[config.mk]
export PLATFORM = sky130hd
export DESIGN_NAME = rf_write_queue
export DESIGN_NICKNAME = d
export VERILOG_FILES = /design/src/rtl/rf_write_queue.sv
export SDC_FILE = /design/constraint.sdc
export NUM_CORES = 1
export LEC_CHECK = 0
export BUFFER_PORTS_ARGS = -buffer_cell sky130_fd_sc_hd__buf_2
export CORE_MARGIN = 1
export CORE_UTILIZATION = 59
export DETAILED_ROUTE_END_ITERATION = 12
export GPL_TIMING_DRIVEN = 0
export PLACE_DENSITY = 0.86
export SETUP_SLACK_MARGIN = 0.1
export SYNTH_ARGS = -nofsm -noshare
export SYNTH_HDL_FRONTEND = slang
export SYNTH_SLANG_ARGS = --single-unit
[constraint.sdc]
create_clock -name clk -period 6.11 [get_ports clk]
set_input_delay 0.611 -clock clk [delete_from_list [all_inputs] [get_ports clk]]
set_output_delay 0.611 -clock clk [all_outputs]
set_load 0.02 [all_outputs]
[src/rtl/rf_write_queue.sv]
// In-order write-back queue feeding the register file write port, with a
// two-port read bypass that returns the newest pending value of a register.
module rf_write_queue #(
   parameter int DEPTH = 4,
   parameter int WIDTH = 32,
   parameter int AW    = 5
) (
   input  logic                       clk,
   input  logic                       reset_n,
   input  logic                       in_valid,
   output logic                       in_ready,
   input  logic [AW-1:0]              in_addr,
   input  logic [WIDTH-1:0]           in_data,
   input  logic                       rf_stall,
   output logic                       rf_we,
   output logic [AW-1:0]              rf_waddr,
   output logic [WIDTH-1:0]           rf_wdata,
   input  logic [AW-1:0]              byp_raddr1,
   output logic                       byp_hit1,
   output logic [WIDTH-1:0]           byp_data1,
   input  logic [AW-1:0]              byp_raddr2,
   output logic                       byp_hit2,
   output logic [WIDTH-1:0]           byp_data2,
   output logic [$clog2(DEPTH):0]     count
);

   localparam int PW = $clog2(DEPTH);
   localparam int CW = PW + 1;

   logic [AW-1:0]    ent_addr [DEPTH];
   logic [WIDTH-1:0] ent_data [DEPTH];
   logic [DEPTH-1:0] ent_valid;
   logic [PW-1:0]    rd_ptr;
   logic [PW-1:0]    wr_ptr;
   logic             push;
   logic             pop;
   logic             not_empty;
   logic [PW-1:0]    idx;

   assign not_empty = (count != '0);
   assign in_ready  = (count < CW'(DEPTH));
   // Writes to x0 are accepted to keep the producer moving but never stored.
   assign push      = in_valid & in_ready & (in_addr != '0);
   assign rf_we     = not_empty & ~rf_stall;
   assign pop       = rf_we;

   // Head is gated by occupancy so the unreset storage never leaks to the port.
   assign rf_waddr  = not_empty ? ent_addr[rd_ptr] : '0;
   assign rf_wdata  = not_empty ? ent_data[rd_ptr] : '0;

   // NOTE: sequential state uses non-blocking assignments so every flop samples
   // the pre-edge values regardless of statement order.
   always_ff @(posedge clk or negedge reset_n) begin
      if (!reset_n) begin
         rd_ptr    <= '0;
         wr_ptr    <= '0;
         count     <= '0;
         ent_valid <= '0;
      end else begin
         if (pop) begin
            ent_valid[rd_ptr] <= 1'b0;
            rd_ptr            <= rd_ptr + 1'b1;
         end
         if (push) begin
            ent_valid[wr_ptr] <= 1'b1;
            wr_ptr            <= wr_ptr + 1'b1;
         end
         case ({push, pop})
            2'b10:   count <= count + 1'b1;
            2'b01:   count <= count - 1'b1;
            default: count <= count;
         endcase
      end
   end

   // NOTE: payload storage has no reset; the valid bits and count qualify every
   // read, so clearing the array would only add reset fan-out.
   always_ff @(posedge clk) begin
      if (push) begin
         ent_addr[wr_ptr] <= in_addr;
         ent_data[wr_ptr] <= in_data;
      end
   end

   // Walk oldest to newest from the read pointer so the last match wins.
   // NOTE: every output of this block gets a default first, so no latch is inferred.
   always_comb begin
      byp_hit1  = 1'b0;
      byp_data1 = '0;
      byp_hit2  = 1'b0;
      byp_data2 = '0;
      idx       = '0;
      for (int i = 0; i < DEPTH; i++) begin
         idx = rd_ptr + PW'(i);
         if (ent_valid[idx] && (byp_raddr1 != '0) && (ent_addr[idx] == byp_raddr1)) begin
            byp_hit1  = 1'b1;
            byp_data1 = ent_data[idx];
         end
         if (ent_valid[idx] && (byp_raddr2 != '0) && (ent_addr[idx] == byp_raddr2)) begin
            byp_hit2  = 1'b1;
            byp_data2 = ent_data[idx];
         end
      end
   end

endmodule

; ---- After elaboration in Yosys (flattened, before gate mapping)
; Memories as Yosys holds them, arrays and structs flattened.
; Cells that the tools add are included.
; W data, S select, Z words.
[op_classes]
bitwise = 7
order_cmp = 8
n_mux = 35
eq_ne = 10
n_addsub = 6
n_reduce_logical = 23
[ops]
columns = op, count
row1 = $mux W32, 9
row2 = $eq A5 B5 Y1, 8
row3 = $logic_and A1 B1 Y1, 18
row4 = $mux W1, 16
row5 = $lt A2 B3 Y1 const B, 5
row6 = $reduce_bool A5 Y1, 3
row7 = $bmux W1 S2, 4
row8 = $mux W4, 2
row9 = $pmux W3 S2, 1
row10 = $mux W5, 1
row11 = $add A2 B1 Y2 const B, 2
row12 = $add A2 B2 Y2 const B, 2
row13 = $and A4 B4 Y4, 1
row14 = $demux W1 S2, 2
row15 = $ge A2 B1 Y1 const B, 2
row16 = $not A4 Y4, 1
row17 = $or A4 B4 Y4, 1
row18 = $add A3 B1 Y3 const B, 1
row19 = $and A1 B1 Y1, 3
row20 = $lt A3 B3 Y1 const B, 1
row21 = $reduce_bool A3 Y1, 1
row22 = $sub A3 B1 Y3 const B, 1
row23 = $eq A2 B1 Y1 const B, 1
row24 = $eq A2 B2 Y1 const B, 1
row25 = 2 further kinds, 2
[totals]
out_inout_bits = 108
ramBits = 148
memories = 2
reg_bits = 11
[memory_table]
columns = name, words, width, read_ports, rd_ports_with_merged_regs, wr, line_no
row1 = ent_data, 4, 32, 4, 0, 1, 31  ; logic [WIDTH-1:0] ent_data [DEPTH];
row2 = ent_addr, 4, 5, 4, 0, 1, 30  ; logic [AW-1:0] ent_addr [DEPTH];

; ---- Depth between registers and ports, before layout
; Gate-level depths: netlist (run 1).
[logic_depth]
word_depth = 9
ltp_mapped = 18

; ---- Least setup slack after synthesis (run 1)
; No wires, ideal clock.
[synth_path]
kind = reg-to-output
from = register rd_ptr[1]
to = output byp_data2[19]
t_required_ns = 5.499
slack_ns = 1.136
path_buffers = 9
arrival_time_ns = 4.363
path_stages_with_launch = 18
path_cell_list = dfrtp_1 -> clkbuf_1 -> buf_2 -> buf_2 -> buf_2 -> buf_1 -> inv_1 -> ha_1 -> buf_6 -> buf_6 -> mux4_2 -> xor2_1 -> nor4_4 -> and2_1 -> buf_4 -> buf_6 -> a221oi_1 -> o31ai_1
[synth_via]
elab_chain_cells = 8
[synth_lines]
columns = element, line_no
row1 = from (decl), 33  ; logic [PW-1:0] rd_ptr;
row2 = from (signal assigned), 62  ; rd_ptr <= rd_ptr + 1'b1;
row3 = "parallel branches: the longest is 7 deep, another holds $mem_v2 Z4 W5", --
row4 = $mux W32 (*), 99  ; if (ent_valid[idx] && (byp_raddr2 != '0) && (ent_addr[idx] == byp_raddr2)) begin
row5 = to (decl), 23  ; output logic [WIDTH-1:0] byp_data2,
; Mark *: on every way between the ends. The select of a mux whose other input is x is not followed.

; ---- Final worst setup path (run 1)
[layout_path]
from = register rd_ptr[1]
to = output byp_data2[13]
; The elaborated chain is that of the path after synthesis.

==> results_dict.tcl, run 1 <==
set metrics [dict create \
    ys_ff_latch 159 \
    dpl_cell_area_mm2 0.0127 \
    fp.dieW_um 142 \
    crit_start "rd_ptr[1]" \
    avgSynthCellArea_um2 13.9 \
    worstPathCellList "clkbuf_2, buf_2, clkbuf_4, buf_6, inv_1, ha_1, buf_6, buf_6, mux4_2, xor2_1, nor4_4, buf_4, a211oi_2, buf_2, a221oi_1, o31ai_1, buf_2" \
    relSlewSlack_pct 37.7 \
    leakagePower_nw 4.91 \
    ys.warnings.count 0 \
    grt_max_degree 32 \
    netlist.area_leader.share_pct 38.5 \
    start_util_pct 60.9 \
    arrival_ns 5.38 \
    r2r-start "rd_ptr[1]" \
    grt_overflow 0 \
    synth_fp_nets 890 \
    drc_errors 0 \
    crit_fanout 19 \
    vias 9437 \
    hold_ws_ns 0.0332 \
    design_area_mm2 0.0133 \
    slowest_stage "mux4_2" \
    crit_path_start_kind "register" \
    core-area_mm2 0.0190 \
    antenna_found_initial 3 \
    synth_compound_area_share_pct 8.99 \
    setup_viol 0 \
    drive_above_1_share_pct 40.3 \
    postSynthCellCount 829 \
    port_buffers 148 \
    vias_per_cell 7.40 \
    synthSimpleGateAreaFrac_pct 9.03 \
    yosys.area.top_type "edfxtp_1" \
    clockBufferDepth 2 \
    status "complete, no violations" \
    synthAdderAreaFrac_pct 1.15 \
    cts_tree "built" \
    yosys.area_share.xor_xnor_pct 3.42 \
    drtAntennaViolNets 0 \
    ys_types 48 \
    total_power_mw 7.25 \
    cap_violations 0 \
    rr_worst_depth 13 \
    yosysMostFrequentCell "mux4_2" \
    crit_path_end "byp_data2[13]" \
    clk_latency_ns 0.45 \
    p_per_area_mw_per_mm2 545 \
    area_growth_pct 15.2 \
    root_buffer "clkbuf_16" \
    muxShareOfSynthArea_pct 32.4 \
    io-pin-count 159 \
    critPathMaxStageDelay_ns 0.56 \
    synth_area_mm2 0.0115 \
    h-tree-depth 4 \
    track_usage_pct 36.2 \
    fmax_mhz 167 \
    nFillCells 1214 \
    ys.flop_type "edfxtp_1" \
    first_iter_violations 1404 \
    end_kind "primary output" \
    holdBufCountCts 0 \
    fin_tns_setup_ns 0 \
    grt_pass1_wl_mm 52.9 \
    routedWlPerCell_um 27.4 \
    maxSlewViolCount 0 \
    ys_seq_area_share_pct 40.9 \
    rsz0062_at_grt "true" \
    skew_ns 0.00927 \
    netlist_top_cells_area "edfxtp_1 39%, mux4_2 29%, xnor2_1 3.0%" \
    post-route-period-util_pct 98.0 \
    hold_viol 0 \
    drt-pass1-iter-count 6 \
    period_needed_ns 5.99 \
    ys_top_cells_by_count "151 x mux4_2, 148 x edfxtp_1, 89 x nand2_1" \
    worstSetupPathType "register to primary output" \
    r2r_end "rd_ptr[1]" \
    dieHeight_um 142 \
    hp-class "input port to asynchronous set/reset pin" \
    dp_hpwl_mm 23.8 \
    worstPathRequired_ns 5.50 \
    rrSetupSlack_ns 2.03 \
    synth_top_family_by_area "multiplexers" \
    clock_sinks 159 \
    gp_congestion 0.969 \
    die_area_mm2 0.0201 \
    synth-edff-count 148 \
    layout.nets 1062 \
    rows 50 \
    ys_async_sr_fraction_pct 6.92 \
    drt_wl_total_mm 35.0 \
    irDropWorstVdd_v 0.000278 \
    grt_pass1_vias 9197 \
    clkTransAtPathRegs_ns 0.07 \
    max_slew.worst_pin.slew_ns 0.934 \
    cts_made_buffers 17 \
]
[area by class of cell]
cell class                 instances  area (um2)  share of cell area (%)
inverter                          13        48.8                   0.367
antenna                            1        2.50                  0.0188
clock buffer                      17         425                    3.20
clock inverter                    15         130                   0.979
multi-input combinational        571        6350                    47.8
buffer                            84         449                    3.38
timing repair buffer             155         843                    6.34
sequential                       159        4720                    35.5
tap                              260         325                    2.45
[flip-flops by register name (all words and copies together) (netlist names)]
name and cells:
wr_ptr 2, ent_data 128, rd_ptr 2, ent_valid 4, count 3, ent_addr 20
[metal layers]
| layer | track usage [%] | vias up | share of wire [%] |
|---|---|---|---|
| met5 | 0 | - | 0 |
| met4 | 18.7 | 0 | 5.0 |
| met3 | 12.4 | 188 | 15 |
| met2 | 55.6 | 913 | 46 |
| met1 | 45.9 | 4600 | 34 |
| li1 | - | 3736 | - |
[critical path, delay by kind of cell (launching register included)]
kind,cells,cell delay [ns]
AOI/OAI and AO/OA,3,0.89
DFF,1,0.38
muxes,1,0.56
buffers and inverters,10,2.39
xor gates and xnor gates,1,0.27
and+or+nand+nor,1,0.07
adders and majority gates,1,0.33
[where the power goes]
part,switching (mW),internal (mW),leakage [nW],total (mW)
clock,0.488,0.531,0.259,1.02
sequential,0.139,1.38,1.48,1.52
combinational,2.65,2.07,3.18,4.71
[worst min path at each step]
stage / startpoint / to / slack [ns] / cells after the start
2_1_floorplan: reset_n / count[0] / 0.32 / 0
3_3_place_gp: reset_n / count[1] / 0.49 / 1
3_5_place_dp: reset_n / count[1] / 0.50 / 1
4_1_cts: reset_n / count[2] / 0.03 / 1
5_1_grt: reset_n / count[2] / 0.04 / 1
6_report: reset_n / count[2] / 0.03 / 1
[placed cells by master (no fill, tap or decap), drive strengths merged, types with 19 or more instances in the layout]
| cell | n |
|---|---|
| nor2 | 46 |
| inv | 19 |
| mux4 | 151 |
| edfxtp | 148 |
| xnor2 | 40 |
| nand2 | 89 |
| buf | 193 |
| a221oi | 25 |
| mux2i | 32 |
| clkbuf | 62 |
| o221ai | 27 |
| o31ai | 25 |
| nor2b | 33 |
[through the flow]
step | util, % | std cells | setup slack [ns]
floorplan | - | 829 | 1.14
global placement | 66.5 | 1237 | -0.127
detailed placement | 66.9 | 1241 | -0.167
CTS | 69.9 | 1272 | 0.103
global route | 70.1 | 1274 | 0.0781
finish | 70.1 | 1275 | 0.122
[timing repair]
action,4_1_cts,5_1_grt
pin swaps,0,1
buffers inserted,0,3
setup endpoints to repair,66,63
gates cloned,0,0
resized for setup,5,12
[kinds of logic after synthesis]
group	Yosys count
and+or+nand+nor	221
muxes	184
DFF	159
AOI/OAI and AO/OA	111
buffers and inverters	99
xor gates and xnor gates	45
adders and majority gates	10
Note: power is estimated with default switching activity, not from simulation.
==> run 2: changes to the inputs <==
--- a/config.mk
+++ b/config.mk
@@ -5,7 +5,7 @@
 export SDC_FILE = /design/constraint.sdc
 export NUM_CORES = 1
 export LEC_CHECK = 0
-export BUFFER_PORTS_ARGS = -buffer_cell sky130_fd_sc_hd__buf_2
+export BUFFER_PORTS_ARGS = -buffer_cell sky130_fd_sc_hd__clkbuf_2
 export CORE_MARGIN = 1
 export CORE_UTILIZATION = 59
 export DETAILED_ROUTE_END_ITERATION = 12
==> run 2 against run 1 <==
Die area is the same. Combinational power grew 0.8%. Largest power group unchanged. Sequential power is essentially flat. Worst hold slack gained 0.0089 ns. Via count grew 1.0%. Sequential share of layout area shrank 0.21 points. Count of clock-buffer cells in the layout grew 1. Cell count is the same.
==> results_dict.tcl, run 2 (synthesis results as in run 1) <==
set metrics [dict create \
    status "complete, no violations" \
    p_per_area_mw_per_mm2 555 \
    hold_ws_ns 0.0421 \
    skew_ns 0.00739 \
    grt_pass1_wl_mm 53.4 \
    post-route-period-util_pct 98.4 \
    cts_made_buffers 17 \
    cp_common_cell "buf_6" \
    cts_tree "built" \
    arrival_ns 5.40 \
    h-tree-depth 4 \
    worstPathRequired_ns 5.50 \
    holdBufCountCts 0 \
    worst-path-buf-inv 10 \
    final_cell_mix "153 x clkbuf_2, 151 x mux4_2, 148 x edfxtp_1, 89 x nand2_1, 44 x nor2_1" \
    drive_above_1_share_pct 40.2 \
    hold_viol 0 \
    start_util_pct 60.9 \
    worstSetupPathType "register to primary output" \
    p_comb_share_pct 64.0 \
    layout.nets 1063 \
    setup_viol 0 \
    top_regs "ent_data x128, ent_addr x20, ent_valid x4" \
    antenna_found_initial 0 \
    netSwitchingPower_mw 3.29 \
    relSlewSlack_pct 34.0 \
    port_buffers 148 \
    clkTransAtPathRegs_ns 0.06 \
    final_common_cell "clkbuf_2" \
    drt-pass1-iter-count 6 \
    largest_reg_flops 128 \
    total_power_mw 7.42 \
    max_slew.worst_pin.slew_ns 0.990 \
    vias_per_cell 7.48 \
    critPathMaxStageDelay_ns 0.56 \
    p_sw_share_pct 44.3 \
    irDropWorstVdd_v 0.000265 \
    io-pin-count 159 \
    area_growth_pct 15.9 \
    clock_sinks 159 \
    grt_pass1_vias 9401 \
    crit_path_start_kind "register" \
    fp.dieW_um 142 \
    routedWlPerCell_um 27.6 \
    largest_register "ent_data" \
    cap_violations 0 \
    dieHeight_um 142 \
    drtAntennaViolNets 0 \
    slowest_stage "mux4_2" \
    core-area_mm2 0.0190 \
    grt_overflow 0 \
    rsz0062_at_grt "true" \
    clk_latency_ns 0.44 \
    gp_congestion 0.967 \
    fmax_mhz 166 \
    cp_top_family "buffers and inverters" \
    rows 50 \
    first_iter_violations 1488 \
    leakagePower_nw 4.92 \
    vias 9535 \
    dp_hpwl_mm 23.8 \
    diodes 0 \
    worstPathCellList "clkbuf_2, buf_2, clkbuf_4, buf_6, inv_1, ha_1, buf_6, buf_6, mux4_2, xor2_1, nor4_4, buf_4, a211oi_2, buf_2, a221oi_1, o31ai_2, clkbuf_2" \
    crit_fanout 19 \
    root_buffer "clkbuf_16" \
    track_usage_pct 36.5 \
    hp-class "input port to asynchronous set/reset pin" \
    end_kind "primary output" \
    period_needed_ns 6.01 \
    die_area_mm2 0.0201 \
    fin_tns_setup_ns 0 \
    pwr-share-seq_pct 20.4 \
    p_int_mw 4.13 \
    maxSlewViolCount 0 \
    drc_errors 0 \
    drt_wl_total_mm 35.2 \
    grt_max_degree 32 \
    clockBufferDepth 2 \
    clock_power_share_pct 15.6 \
]
-- run 2: area by class of cell --
| type | instances | area, um2 |
|---|---|---|
| Buffer | 85 | 450 |
| Clock buffer | 18 | 429 |
| Clock inverter | 14 | 205 |
| Fill cell | 1190 | 5580 |
| Inverter | 13 | 48.8 |
| Multi-Input combinational cell | 571 | 6350 |
| Sequential cell | 159 | 4720 |
| Tap cell | 260 | 325 |
| Timing Repair Buffer | 155 | 843 |
-- run 2: timing repair --
action | in CTS | in global routing
setup buffers | 0 | 3
pin swaps | 0 | 1
endpoints found under the setup margin | 65 | 62
gates resized for setup | 3 | 15
-- run 2: power by group through the flow --
stage	combinational (mW)	sequential, mW	clock, mW
finish	4.75	1.52	1.16
global route	4.97	1.53	1.20
CTS	4.62	1.51	1.15
detailed placement	4.57	1.53	0
global placement	4.45	1.52	0
floorplan	3.42	1.50	0
-- run 2: layer usage --
layer,global-route usage (%),part of all wire (%),vias up
met4,20.4,5.2,0
met3,11.8,16,190
met1,46.5,33,4600
met5,0,0,-
li1,-,-,3730
met2,55.7,46,1015
-- run 2: final timing paths --
| kind | startpoint | endpoint | slack (ns) | depth (start not counted) |
|---|---|---|---|---|
| setup reg to reg | rd_ptr[1] | rd_ptr[1] | 1.99 | 13 |
| hold / removal | reset_n | count[1] | 0.04 | 1 |
| min in group clk | in_data[13] | ent_data[1][13] | 0.38 | 1 |
| setup / recovery | rd_ptr[1] | byp_data2[30] | 0.1 | 17 |
| hold reg to reg | count[0] | count[0] | 0.55 | 1 |
| max in group asynchronous | reset_n | rd_ptr[0] | 5.84 | 1 |
-- run 2: per-stage QoR --
stage / std cells / util (%) / instance area (um2) / setup WS, ns
6_report: 1275 / 70.5 / 13400 / 0.0973
3_3_place_gp: 1237 / 66.5 / 12600 / -0.153
4_1_cts: 1272 / 70.3 / 13300 / 0.103
3_5_place_dp: 1241 / 66.9 / 12700 / -0.225
5_1_grt: 1275 / 70.5 / 13400 / 0.0581
2_1_floorplan: 829 / - / 11500 / 1.14
